<file path="config.mk">
export PLATFORM = sky130hd
export DESIGN_NAME = uart_rx_fifo
export DESIGN_NICKNAME = d
export VERILOG_FILES = /design/src/rtl/uart_pkg.sv /design/src/rtl/byte_fifo.sv /design/src/rtl/uart_rx_fifo.sv
export SDC_FILE = /design/constraint.sdc
export NUM_CORES = 1
export LEC_CHECK = 0
export ABC_AREA = 1
export CAP_MARGIN = 10
export CORE_MARGIN = 2
export CORE_UTILIZATION = 45
export DETAILED_ROUTE_END_ITERATION = 8
export GPL_ROUTABILITY_DRIVEN = 0
export PLACE_DENSITY = 0.66
export SYNTH_ARGS = -nofsm -noshare
export SYNTH_HDL_FRONTEND = slang
export SYNTH_SLANG_ARGS = --single-unit
</file>
<file path="constraint.sdc">
create_clock -name sysclk -period 3.6 [get_ports sysclk]
set_clock_uncertainty 0.15 [all_clocks]
set_input_delay 0.36 -clock sysclk [delete_from_list [all_inputs] [get_ports sysclk]]
set_output_delay 0.36 -clock sysclk [all_outputs]
set_load 0.01 [all_outputs]
</file>
<file path="src/rtl/uart_pkg.sv">
// Shared UART definitions: receiver state encoding, frame constants and the
// baud-tick divisor used by both receive and transmit paths.
package uart_pkg;

    typedef enum logic [2:0] {
        IDLE,
        START,
        DATA,
        STOP,
        BREAK
    } rx_state_t;

    localparam int DATA_BITS = 8;
    localparam int STOP_BITS = 1;

    function automatic int div_calc(input int clk_hz, input int baud, input int oversample);
        return clk_hz / (baud * oversample);
    endfunction

endpackage

</file>
<file path="src/rtl/byte_fifo.sv">
// First-word-fall-through byte FIFO; the head entry is held in a register so
// o_rdata is valid whenever o_empty is low.
module byte_fifo #(
    parameter int DEPTH = 4
) (
    input  logic                     i_clk,
    input  logic                     i_rst,
    input  logic                     i_push,
    input  logic [7:0]               i_wdata,
    input  logic                     i_pop,
    output logic [7:0]               o_rdata,
    output logic                     o_full,
    output logic                     o_empty,
    output logic [$clog2(DEPTH):0]   o_count
);

    localparam int AW = $clog2(DEPTH);
    localparam logic [AW:0]   CNT_ONE = (AW+1)'(1);
    localparam logic [AW:0]   CNT_MAX = (AW+1)'(DEPTH);
    localparam logic [AW-1:0] PTR_ONE = AW'(1);

    logic [7:0]    r_mem [DEPTH];
    logic [AW-1:0] r_wptr;
    logic [AW-1:0] r_rptr;
    logic [AW:0]   r_count;
    logic [7:0]    r_head;

    logic          w_do_pop;
    logic          w_do_push;
    logic [AW-1:0] w_rptr_nxt;
    logic [AW:0]   w_count_nxt;
    logic [7:0]    w_head_nxt;

    assign o_empty    = (r_count == '0);
    assign o_full     = (r_count == CNT_MAX);
    assign o_count    = r_count;
    assign o_rdata    = r_head;

    // A pop on a full FIFO frees the slot, so a simultaneous push is accepted.
    assign w_do_pop   = i_pop & ~o_empty;
    assign w_do_push  = i_push & (~o_full | w_do_pop);
    assign w_rptr_nxt = w_do_pop ? (r_rptr + PTR_ONE) : r_rptr;

    always_comb begin
        w_count_nxt = r_count;
        if (w_do_push && !w_do_pop) begin
            w_count_nxt = r_count + CNT_ONE;
        end else if (w_do_pop && !w_do_push) begin
            w_count_nxt = r_count - CNT_ONE;
        end

        // The pushed byte becomes the head only when it lands in the slot
        // the read pointer will point at next.
        w_head_nxt = r_mem[w_rptr_nxt];
        if (w_count_nxt == '0) begin
            w_head_nxt = '0;
        end else if (w_do_push && (r_wptr == w_rptr_nxt)) begin
            w_head_nxt = i_wdata;
        end
    end

    always_ff @(posedge i_clk) begin
        if (w_do_push) begin
            r_mem[r_wptr] <= i_wdata;
        end
    end

    always_ff @(posedge i_clk) begin
        if (i_rst) begin
            r_wptr  <= '0;
            r_rptr  <= '0;
            r_count <= '0;
            r_head  <= '0;
        end else begin
            if (w_do_push) begin
                r_wptr <= r_wptr + PTR_ONE;
            end
            r_rptr  <= w_rptr_nxt;
            r_count <= w_count_nxt;
            r_head  <= w_head_nxt;
        end
    end

endmodule

</file>
<file path="src/rtl/uart_rx_fifo.sv">
// Oversampling 8N1 UART receiver feeding a small FWFT byte FIFO, with sticky
// frame-error and overrun flags.
module uart_rx_fifo
    import uart_pkg::*;
#(
    parameter int CLK_HZ     = 50000000,
    parameter int BAUD       = 9600,
    parameter int OVERSAMPLE = 16,
    parameter int DEPTH      = 4
) (
    input  logic                     sysclk,
    input  logic                     reset,
    input  logic                     rxd,
    input  logic                     rd_en,
    input  logic                     clr_err,
    output logic [7:0]               rd_data,
    output logic                     rx_valid,
    output logic [$clog2(DEPTH):0]   rx_count,
    output logic                     frame_err,
    output logic                     overrun
);

    localparam int DIV   = div_calc(CLK_HZ, BAUD, OVERSAMPLE);
    localparam int DIV_W = (DIV > 1) ? $clog2(DIV) : 1;
    localparam int SC_W  = $clog2(OVERSAMPLE);
    localparam int BIT_W = $clog2(DATA_BITS);

    localparam logic [DIV_W-1:0] DIV_LAST = DIV_W'(DIV - 1);
    localparam logic [DIV_W-1:0] DIV_ONE  = DIV_W'(1);
    localparam logic [SC_W-1:0]  SC_HALF  = SC_W'(OVERSAMPLE / 2 - 1);
    localparam logic [SC_W-1:0]  SC_LAST  = SC_W'(OVERSAMPLE - 1);
    localparam logic [SC_W-1:0]  SC_ONE   = SC_W'(1);
    localparam logic [BIT_W-1:0] BIT_LAST = BIT_W'(DATA_BITS - 1);
    localparam logic [BIT_W-1:0] BIT_ONE  = BIT_W'(1);

    logic                 r_rx_meta;
    logic                 r_rxs;
    logic [DIV_W-1:0]     r_div_cnt;
    rx_state_t            r_state;
    logic [SC_W-1:0]      r_scnt;
    logic [BIT_W-1:0]     r_bit;
    logic [DATA_BITS-1:0] r_shreg;
    logic                 r_push;
    logic                 r_frame_err;
    logic                 r_overrun;

    logic                 w_tick;
    logic                 w_restart;
    rx_state_t            w_state_nxt;
    logic [SC_W-1:0]      w_scnt_nxt;
    logic [BIT_W-1:0]     w_bit_nxt;
    logic [DATA_BITS-1:0] w_shreg_nxt;
    logic                 w_push_nxt;
    logic                 w_ferr_set;
    logic                 w_ovr_set;
    logic                 w_full;
    logic                 w_empty;

    // Preset high so a reset never looks like a start edge.
    always_ff @(posedge sysclk) begin
        if (reset) begin
            r_rx_meta <= 1'b1;
            r_rxs     <= 1'b1;
        end else begin
            r_rx_meta <= rxd;
            r_rxs     <= r_rx_meta;
        end
    end

    assign w_tick    = (r_div_cnt == DIV_LAST);
    assign w_restart = (r_state == IDLE) && !r_rxs;

    always_ff @(posedge sysclk) begin
        if (reset || w_restart || w_tick) begin
            r_div_cnt <= '0;
        end else begin
            r_div_cnt <= r_div_cnt + DIV_ONE;
        end
    end

    always_comb begin
        w_state_nxt = r_state;
        w_scnt_nxt  = r_scnt;
        w_bit_nxt   = r_bit;
        w_shreg_nxt = r_shreg;
        w_push_nxt  = 1'b0;
        w_ferr_set  = 1'b0;
        case (r_state)
            IDLE: begin
                if (!r_rxs) begin
                    w_state_nxt = START;
                    w_scnt_nxt  = '0;
                end
            end
            START: begin
                if (w_tick) begin
                    if (r_scnt == SC_HALF) begin
                        w_scnt_nxt = '0;
                        if (r_rxs) begin
                            w_state_nxt = IDLE;
                        end else begin
                            w_state_nxt = DATA;
                            w_bit_nxt   = '0;
                        end
                    end else begin
                        w_scnt_nxt = r_scnt + SC_ONE;
                    end
                end
            end
            DATA: begin
                if (w_tick) begin
                    if (r_scnt == SC_LAST) begin
                        w_shreg_nxt[r_bit] = r_rxs;
                        w_scnt_nxt         = '0;
                        if (r_bit == BIT_LAST) begin
                            w_state_nxt = STOP;
                        end else begin
                            w_bit_nxt = r_bit + BIT_ONE;
                        end
                    end else begin
                        w_scnt_nxt = r_scnt + SC_ONE;
                    end
                end
            end
            STOP: begin
                if (w_tick) begin
                    if (r_scnt == SC_LAST) begin
                        w_scnt_nxt = '0;
                        if (r_rxs) begin
                            w_push_nxt  = 1'b1;
                            w_state_nxt = IDLE;
                        end else begin
                            w_ferr_set  = 1'b1;
                            w_state_nxt = BREAK;
                        end
                    end else begin
                        w_scnt_nxt = r_scnt + SC_ONE;
                    end
                end
            end
            BREAK: begin
                if (r_rxs) begin
                    w_state_nxt = IDLE;
                end
            end
            default: begin
                w_state_nxt = IDLE;
            end
        endcase
    end

    always_ff @(posedge sysclk) begin
        if (reset) begin
            r_state <= IDLE;
            r_scnt  <= '0;
            r_bit   <= '0;
            r_shreg <= '0;
            r_push  <= 1'b0;
        end else begin
            r_state <= w_state_nxt;
            r_scnt  <= w_scnt_nxt;
            r_bit   <= w_bit_nxt;
            r_shreg <= w_shreg_nxt;
            r_push  <= w_push_nxt;
        end
    end

    // When full, the FIFO is non-empty, so rd_en alone decides whether the slot frees up.
    assign w_ovr_set = r_push & w_full & ~rd_en;

    always_ff @(posedge sysclk) begin
        if (reset) begin
            r_frame_err <= 1'b0;
            r_overrun   <= 1'b0;
        end else begin
            r_frame_err <= w_ferr_set | (r_frame_err & ~clr_err);
            r_overrun   <= w_ovr_set | (r_overrun & ~clr_err);
        end
    end

    byte_fifo #(
        .DEPTH (DEPTH)
    ) u_fifo (
        .i_clk   (sysclk),
        .i_rst   (reset),
        .i_push  (r_push),
        .i_wdata (r_shreg),
        .i_pop   (rd_en),
        .o_rdata (rd_data),
        .o_full  (w_full),
        .o_empty (w_empty),
        .o_count (rx_count)
    );

    assign rx_valid  = ~w_empty;
    assign frame_err = r_frame_err;
    assign overrun   = r_overrun;

endmodule

</file>
; ---- After elaboration in Yosys (flattened, before gate mapping)
; Memory sizes are Yosys's and may differ from the RTL's. A register that Yosys moved wholly into a read port is not among the register bits.
; Index checks and enable logic that the tools add are counted.
[classes]
n_mul = 0
addsub = 7
shift = 0
div = 0
muxes = 38
n_eq_ne = 21
n_bitwise = 16
n_lt_le_gt_ge = 2
n_reduce_logical = 21
[ops]
columns = op, count
row1 = 3-bit 2-to-1 mux, 18
row2 = 2-bit != test (second input constant), 11
row3 = 4-bit 2-to-1 mux, 5
row4 = 3-bit one-hot mux with 5 select lines, 1
row5 = 4-bit one-hot mux with 3 select lines, 1
row6 = 9-bit by 1-bit adder with 9-bit output (second input constant), 1
row7 = 3-bit == test (second input constant), 3
row8 = 9-bit == test (second input constant), 1
row9 = 3-bit logical NOT, 3
row10 = 9-bit AND reduction, 1
row11 = 8-bit bitwise mux, 1
row12 = 1-bit 2-to-1 mux, 8
row13 = 1-bit inverter, 7
row14 = 7-bit AND reduction, 1
row15 = 3-bit by 1-bit adder with 3-bit output (second input constant), 2
row16 = 1-bit AND, 6
row17 = 3-bit by 2-bit == test with 1-bit output (second input constant), 2
row18 = 3-bit one-hot mux with 2 select lines, 1
row19 = 2-bit by 1-bit adder with 2-bit output (second input constant), 2
row20 = 4-bit by 1-bit adder with 4-bit output (second input constant), 1
row21 = 4-bit by 3-bit == test with 1-bit output (second input constant), 1
row22 = 4-bit == test (second input constant), 1
row23 = 1-bit logical AND, 4
row24 = 3-bit by 4-bit less-than comparator with 1-bit output (second input constant), 1
row25 = 15 further kinds, 22
[totals]
inputBits = 5
romBits = 0
latch_bits = 0
regBits = 39
ramBits = 32
output_inout_bits = 14
wordCells = 119
mem_count = 1
[mem_list]
columns = memory, depth, width, rd, rd_clocked_by_memory_dff, write_ports, line_no
row1 = u_fifo.r_mem, 4, 8, 1, 1, 1, byte_fifo.sv:22  ; logic [7:0] r_mem [DEPTH];

; ---- Longest topological paths before layout
[depth]
ltp_word = 11
ltp_mapped = 14
mapped_depth_nobuf = 14

; ---- Hierarchy
; A second synthesis with hierarchy kept.
[unflattened]
hier_cells = 505
hier_area_um2 = 3975.1
[by_module_without_submodules]
columns = mod, seq_area_each_um2, instances, cells_each, area_per_inst_um2
row1 = byte_fifo, 1261.2, 1, 260, 2318.5
row2 = uart_rx_fifo, 640.6, 1, 245, 1656.6

; ---- Worst setup path after synthesis
; Ideal clock, no wire load.
[synth_timing]
path_kind = reg-to-reg
startpoint = reg u_fifo.r_count[0] (netlist: u_fifo.o_count[0])
endpoint = reg u_fifo.r_head[0] (netlist: u_fifo.o_rdata[0]) (read register of u_fifo.r_mem)
arrival_time_ns = 1.666
period_less_slack_ns = 1.925
required_time_ns = 3.341
path_stages_with_launch = 15
setup_time_ns = 0.109
path_buffers = 0
setup_slack_ns = 1.675
path_cell_list = dfxtp_1 inv_1 ha_1 nand2_2 nand2_4 nand2_8 nand2_8 nand2_2 nand2_1 nor2_1 nand2_2 nand2_1 nand2_1 nand2_1 inv_1
[synth_via]
elab_chain_len = 11
word_cells_on_any_way = 18
cone_classes = add/sub: 2 / eq/ne: 1 / mux: 3 / bitwise: 5 / reduce/logical: 7
[synth_lines]
columns = item, line_no
row1 = from (decl), byte_fifo.sv:25  ; logic [AW:0] r_count;
row2 = from (signal assigned), byte_fifo.sv:79  ; r_count <= w_count_nxt;
row3 = 3-bit logical NOT (*), byte_fifo.sv:34  ; assign o_empty = (r_count == '0);
row4 = 1-bit inverter (*), n/a
row5 = named net rx_valid, uart_rx_fifo.sv:17  ; output logic rx_valid,
row6 = 1-bit AND (*), byte_fifo.sv:40  ; assign w_do_pop = i_pop & ~o_empty;
row7 = 1-bit OR, byte_fifo.sv:41  ; assign w_do_push = i_push & (~o_full | w_do_pop);
row8 = 1-bit AND, byte_fifo.sv:41
row9 = 1-bit logical NOT, byte_fifo.sv:48  ; end else if (w_do_pop && !w_do_push) begin
row10 = 1-bit logical AND, byte_fifo.sv:48
row11 = 3-bit 2-to-1 mux, byte_fifo.sv:48
row12 = 3-bit 2-to-1 mux, byte_fifo.sv:46  ; if (w_do_push && !w_do_pop) begin
row13 = 3-bit logical NOT, byte_fifo.sv:55  ; if (w_count_nxt == '0) begin
row14 = 2-bit OR reduction (no line), n/a
row15 = to (decl), byte_fifo.sv:26  ; logic [7:0] r_head;
; Mark *: on every way through the listed nets, which the timed path passes. The rest lies on a longest branch.
; A chain may end at the register's enable or synchronous reset.

; ---- Worst setup path in the final report
[layout_timing]
startpoint = reg u_fifo.r_count[0] (netlist: u_fifo.o_count[0])
endpoint = out rx_valid
[layout_via]
elab_chain_len = 2
[layout_lines]
columns = item, line_no
row1 = 3-bit logical NOT, byte_fifo.sv:34
row2 = 1-bit inverter, uart_rx_fifo.sv:195  ; assign rx_valid = ~w_empty;
row3 = to (decl), uart_rx_fifo.sv:17
; No other way between the ends.

==> results.json <==
{
  "status": "complete, no violations",
  "power_density_nw_per_um2": 661,
  "drt_first_iter_violations": 142,
  "yosys.area_share.simple": 0.336,
  "preCtsSetupSlack_ns": 1.20,
  "area_added_between_synthesis_and_finish_pct": 11.8,
  "synthesis.nets": 503,
  "hold_class": "flip-flop to flip-flop",
  "die_height_um": 97.4,
  "transition_time_of_the_tightest_slew_check_pin_ns": 0.720,
  "placeable_area_um2": 8590,
  "regToRegEndpoint": "u_fifo.o_rdata[6]",
  "power.leakage_nw": 1.91,
  "netlist.area_leader.share": 0.245,
  "max_cap_viol_count": 0,
  "fin_tns_setup_ns": 0,
  "synthesis.area_per_instance_um2": 8.07,
  "synthesized_area_um2": 3920,
  "boundary_pin_count": 19,
  "remaining_drc_errors": 0,
  "r2r_setup_slack_ns": 1.46,
  "final.period_utilization": 0.641,
  "synth-edff-count": 32,
  "design.final.nets": 524,
  "synth.yosys.seq_area_share": 0.485,
  "synth_top_area_cell": "sky130_fd_sc_hd__edfxtp_1",
  "synth-adder-area-share": 0.0383,
  "ys_seq_elements": 79,
  "numClockSinks": 79,
  "worstHoldPathCells": 1,
  "std_cell_rows": 34,
  "post_cts_resized": 0,
  "worstHoldStart": "r_rx_meta",
  "synth_cell_types": 36,
  "synth_top_family_by_area": "simple AND/OR/NAND/NOR gates",
  "final-hold-violation-count": 0,
  "synth-main-ff-cell": "sky130_fd_sc_hd__dfxtp_1",
  "diodes_inserted": 0,
  "grt_antenna_before_repair": 0,
  "mostFrequentLayoutCell": "sky130_fd_sc_hd__nand2_1",
  "syn_inst": 486,
  "setup-violations-final": 0,
  "first_pass_iters": 4,
  "fp.dieArea_um2": 9480,
  "synth_xor_xnor_area_share": 0.00223,
  "synth.area.mux_share": 0,
  "min_period_ns": 2.31,
  "worst-endpoint-arrival_ns": 1.80,
  "clkLatencyLatePin_ns": 0.36,
  "timing.final.max_slew_violations": 0,
  "grt_pass1_vias": 2771,
  "timing.critical_path.from_type": "flip-flop",
  "setup_repair_after_global_routing_missed_its_margin": "false",
  "die_width_um": 97.4,
  "worst_setup_hold_path_clk_slew_ns": 0.07,
  "cts-hold-fix-buffers": 0,
  "number_of_cells_on_the_worst_reg_to_reg_path": 14,
  "synth.yosys.warnings": 0,
  "grt_pass1_wl_mm": 12.5,
  "critical_path.reg2reg.startpoint": "u_fifo.o_count[0]",
  "grt_use_total": 0.163,
  "synth-compound-area-share": 0.0485,
  "drive_gt1_frac": 0.0977,
  "avgRoutedWirePerCell_um": 11.9,
  "critPathCaptureType": "output port",
  "irDropWorstVdd_mv": 0.306,
  "htree_levels": 3,
  "timing_worst_setup_path_type": "flip-flop to output port",
  "cts_root_buffer": "sky130_fd_sc_hd__clkbuf_8",
  "globalRoute.totalOverflow": 0,
  "max_clock_freq_mhz": 433,
  "numPortBuffers": 18,
  "cts_tree": "done",
  "slew-limit-headroom": 0.518,
  "cts_made_buffers": 9,
  "hpwl_reported_at_the_end_of_detailed_placement_mm": 5.39,
  "ys_async_sr_fraction": 0,
  "via_per_inst": 4.86,
  "min_delay_worst_endpoint": "r_rxs",
  "critical_path_peak_fanout": 4,
  "post-route-worst-setup-slack_ns": 1.29,
  "final_antenna_net_count": 0,
  "drt-total-wl_mm": 7.39,
  "initial_utilization": 0.457,
  "critical_path_required_ns": 3.09,
  "clock_path_buffers": 2,
  "pin_count_of_the_biggest_net_entering_global_routing": 19,
  "postCtsSetupBuffers": 0,
  "detailroute.via_count": 3012,
  "ys_top_cells_by_area": "sky130_fd_sc_hd__edfxtp_1 24%, sky130_fd_sc_hd__dfxtp_1 24%, sky130_fd_sc_hd__nand2_1 11%, sky130_fd_sc_hd__inv_1 6.7%, sky130_fd_sc_hd__nand3_1 5.7%",
  "leading_cell_types_in_the_layout_fill_and_taps_excluded": "116 x sky130_fd_sc_hd__nand2_1, 70 x sky130_fd_sc_hd__inv_1, 55 x sky130_fd_sc_hd__nor2_1, 47 x sky130_fd_sc_hd__dfxtp_1, 45 x sky130_fd_sc_hd__nand3_1"
}
-- routing by layer --
metal / up-vias / wire length [µm] / GRT usage
met5: - / 0 / 0
met4: 0 / 108 / 0.0534
met3: 10 / 294 / 0.0475
met2: 53 / 3560 / 0.281
met1: 1349 / 3420 / 0.196
li1: 1600 / - / -
-- synthesized netlist by cell type, types with 3 or more instances --
master and number:
sky130_fd_sc_hd__dfxtp_1 47, sky130_fd_sc_hd__nand2_2 8, sky130_fd_sc_hd__buf_2 3, sky130_fd_sc_hd__nor2_1 55, sky130_fd_sc_hd__clkbuf_1 3, sky130_fd_sc_hd__a21oi_1 16
sky130_fd_sc_hd__edfxtp_1 32, sky130_fd_sc_hd__o21ai_1 5, sky130_fd_sc_hd__nand4_1 10, sky130_fd_sc_hd__nand2_1 116, sky130_fd_sc_hd__nand3_1 45, sky130_fd_sc_hd__o21ai_0 3
sky130_fd_sc_hd__nand3b_1 16, sky130_fd_sc_hd__ha_1 12, sky130_fd_sc_hd__inv_1 70, sky130_fd_sc_hd__nor3_1 5, sky130_fd_sc_hd__inv_2 9, sky130_fd_sc_hd__nor3b_1 3
-- registers in the layout, summed over array words and instances (netlist names), 2 cells and up --
| name | cells |
|---|---|
| u_fifo.r_mem | 32 |
| r_div_cnt | 9 |
| r_shreg | 8 |
| u_fifo.o_rdata | 8 |
| r_scnt | 4 |
| r_bit | 3 |
| r_state | 3 |
| u_fifo.o_count | 3 |
| u_fifo.r_rptr | 2 |
| u_fifo.r_wptr | 2 |
-- worst max-delay path by stage --
stage / end / start
floorplan: u_fifo.o_rdata[0] / u_fifo.o_count[0]
global placement: u_fifo.r_mem[2][0] / rd_en
global route: rx_valid / u_fifo.o_count[0]
CTS: rx_valid / u_fifo.o_count[0]
finish: rx_valid / u_fifo.o_count[0]
detailed placement: u_fifo.o_rdata[2] / rd_en
-- power breakdown --
part / internal (W) / total (W) / switching (W) / leakage (nW)
sequential: 0.00102 / 0.00110 / 0.0000773 / 0.632
clock: 0.000312 / 0.000635 / 0.000323 / 0.0937
combinational: 0.000432 / 0.00117 / 0.000738 / 1.19
-- kinds of logic (layout without fill, tap and decap cells) --
kind of cell    after synthesis  after routing
compound gates               32             32
xor+xnor                      1              1
fa+ha+maj                    12             12
buf+inv                      88            114
flops                        79             79
simple gates                274            274
-- through the flow --
stage	instances	power, W	instance area (µm²)	hold WS (ns)	util
floorplan	486	0.00203	3920	0.239	-
global placement	604	0.00226	4190	0.247	0.488
detailed placement	604	0.00229	4190	0.245	0.488
CTS	620	0.00292	4390	0.262	0.510
global route	620	0.00313	4390	0.289	0.510
finish	620	0.00290	4390	0.261	0.510
-- cell type report --
| cell class | count | area, µm² |
|---|---|---|
| multi-input cells | 319 | 1670 |
| fillers | 840 | 4210 |
| clock buffers | 12 | 166 |
| flip-flops and latches | 79 | 1900 |
| inverters | 79 | 297 |
| well taps | 108 | 135 |
| repair buffers | 19 | 188 |
| clock inverters | 4 | 28.8 |
-- worst max-delay path, stage by stage, from the launching register on --
cell and delay (ns):
sky130_fd_sc_hd__dfxtp_1 0.38, sky130_fd_sc_hd__inv_1 0.09, sky130_fd_sc_hd__ha_1 0.26, sky130_fd_sc_hd__nand2_2 0.16, sky130_fd_sc_hd__clkdlybuf4s50_1 0.56
Power figures use the tool's default switching activity.
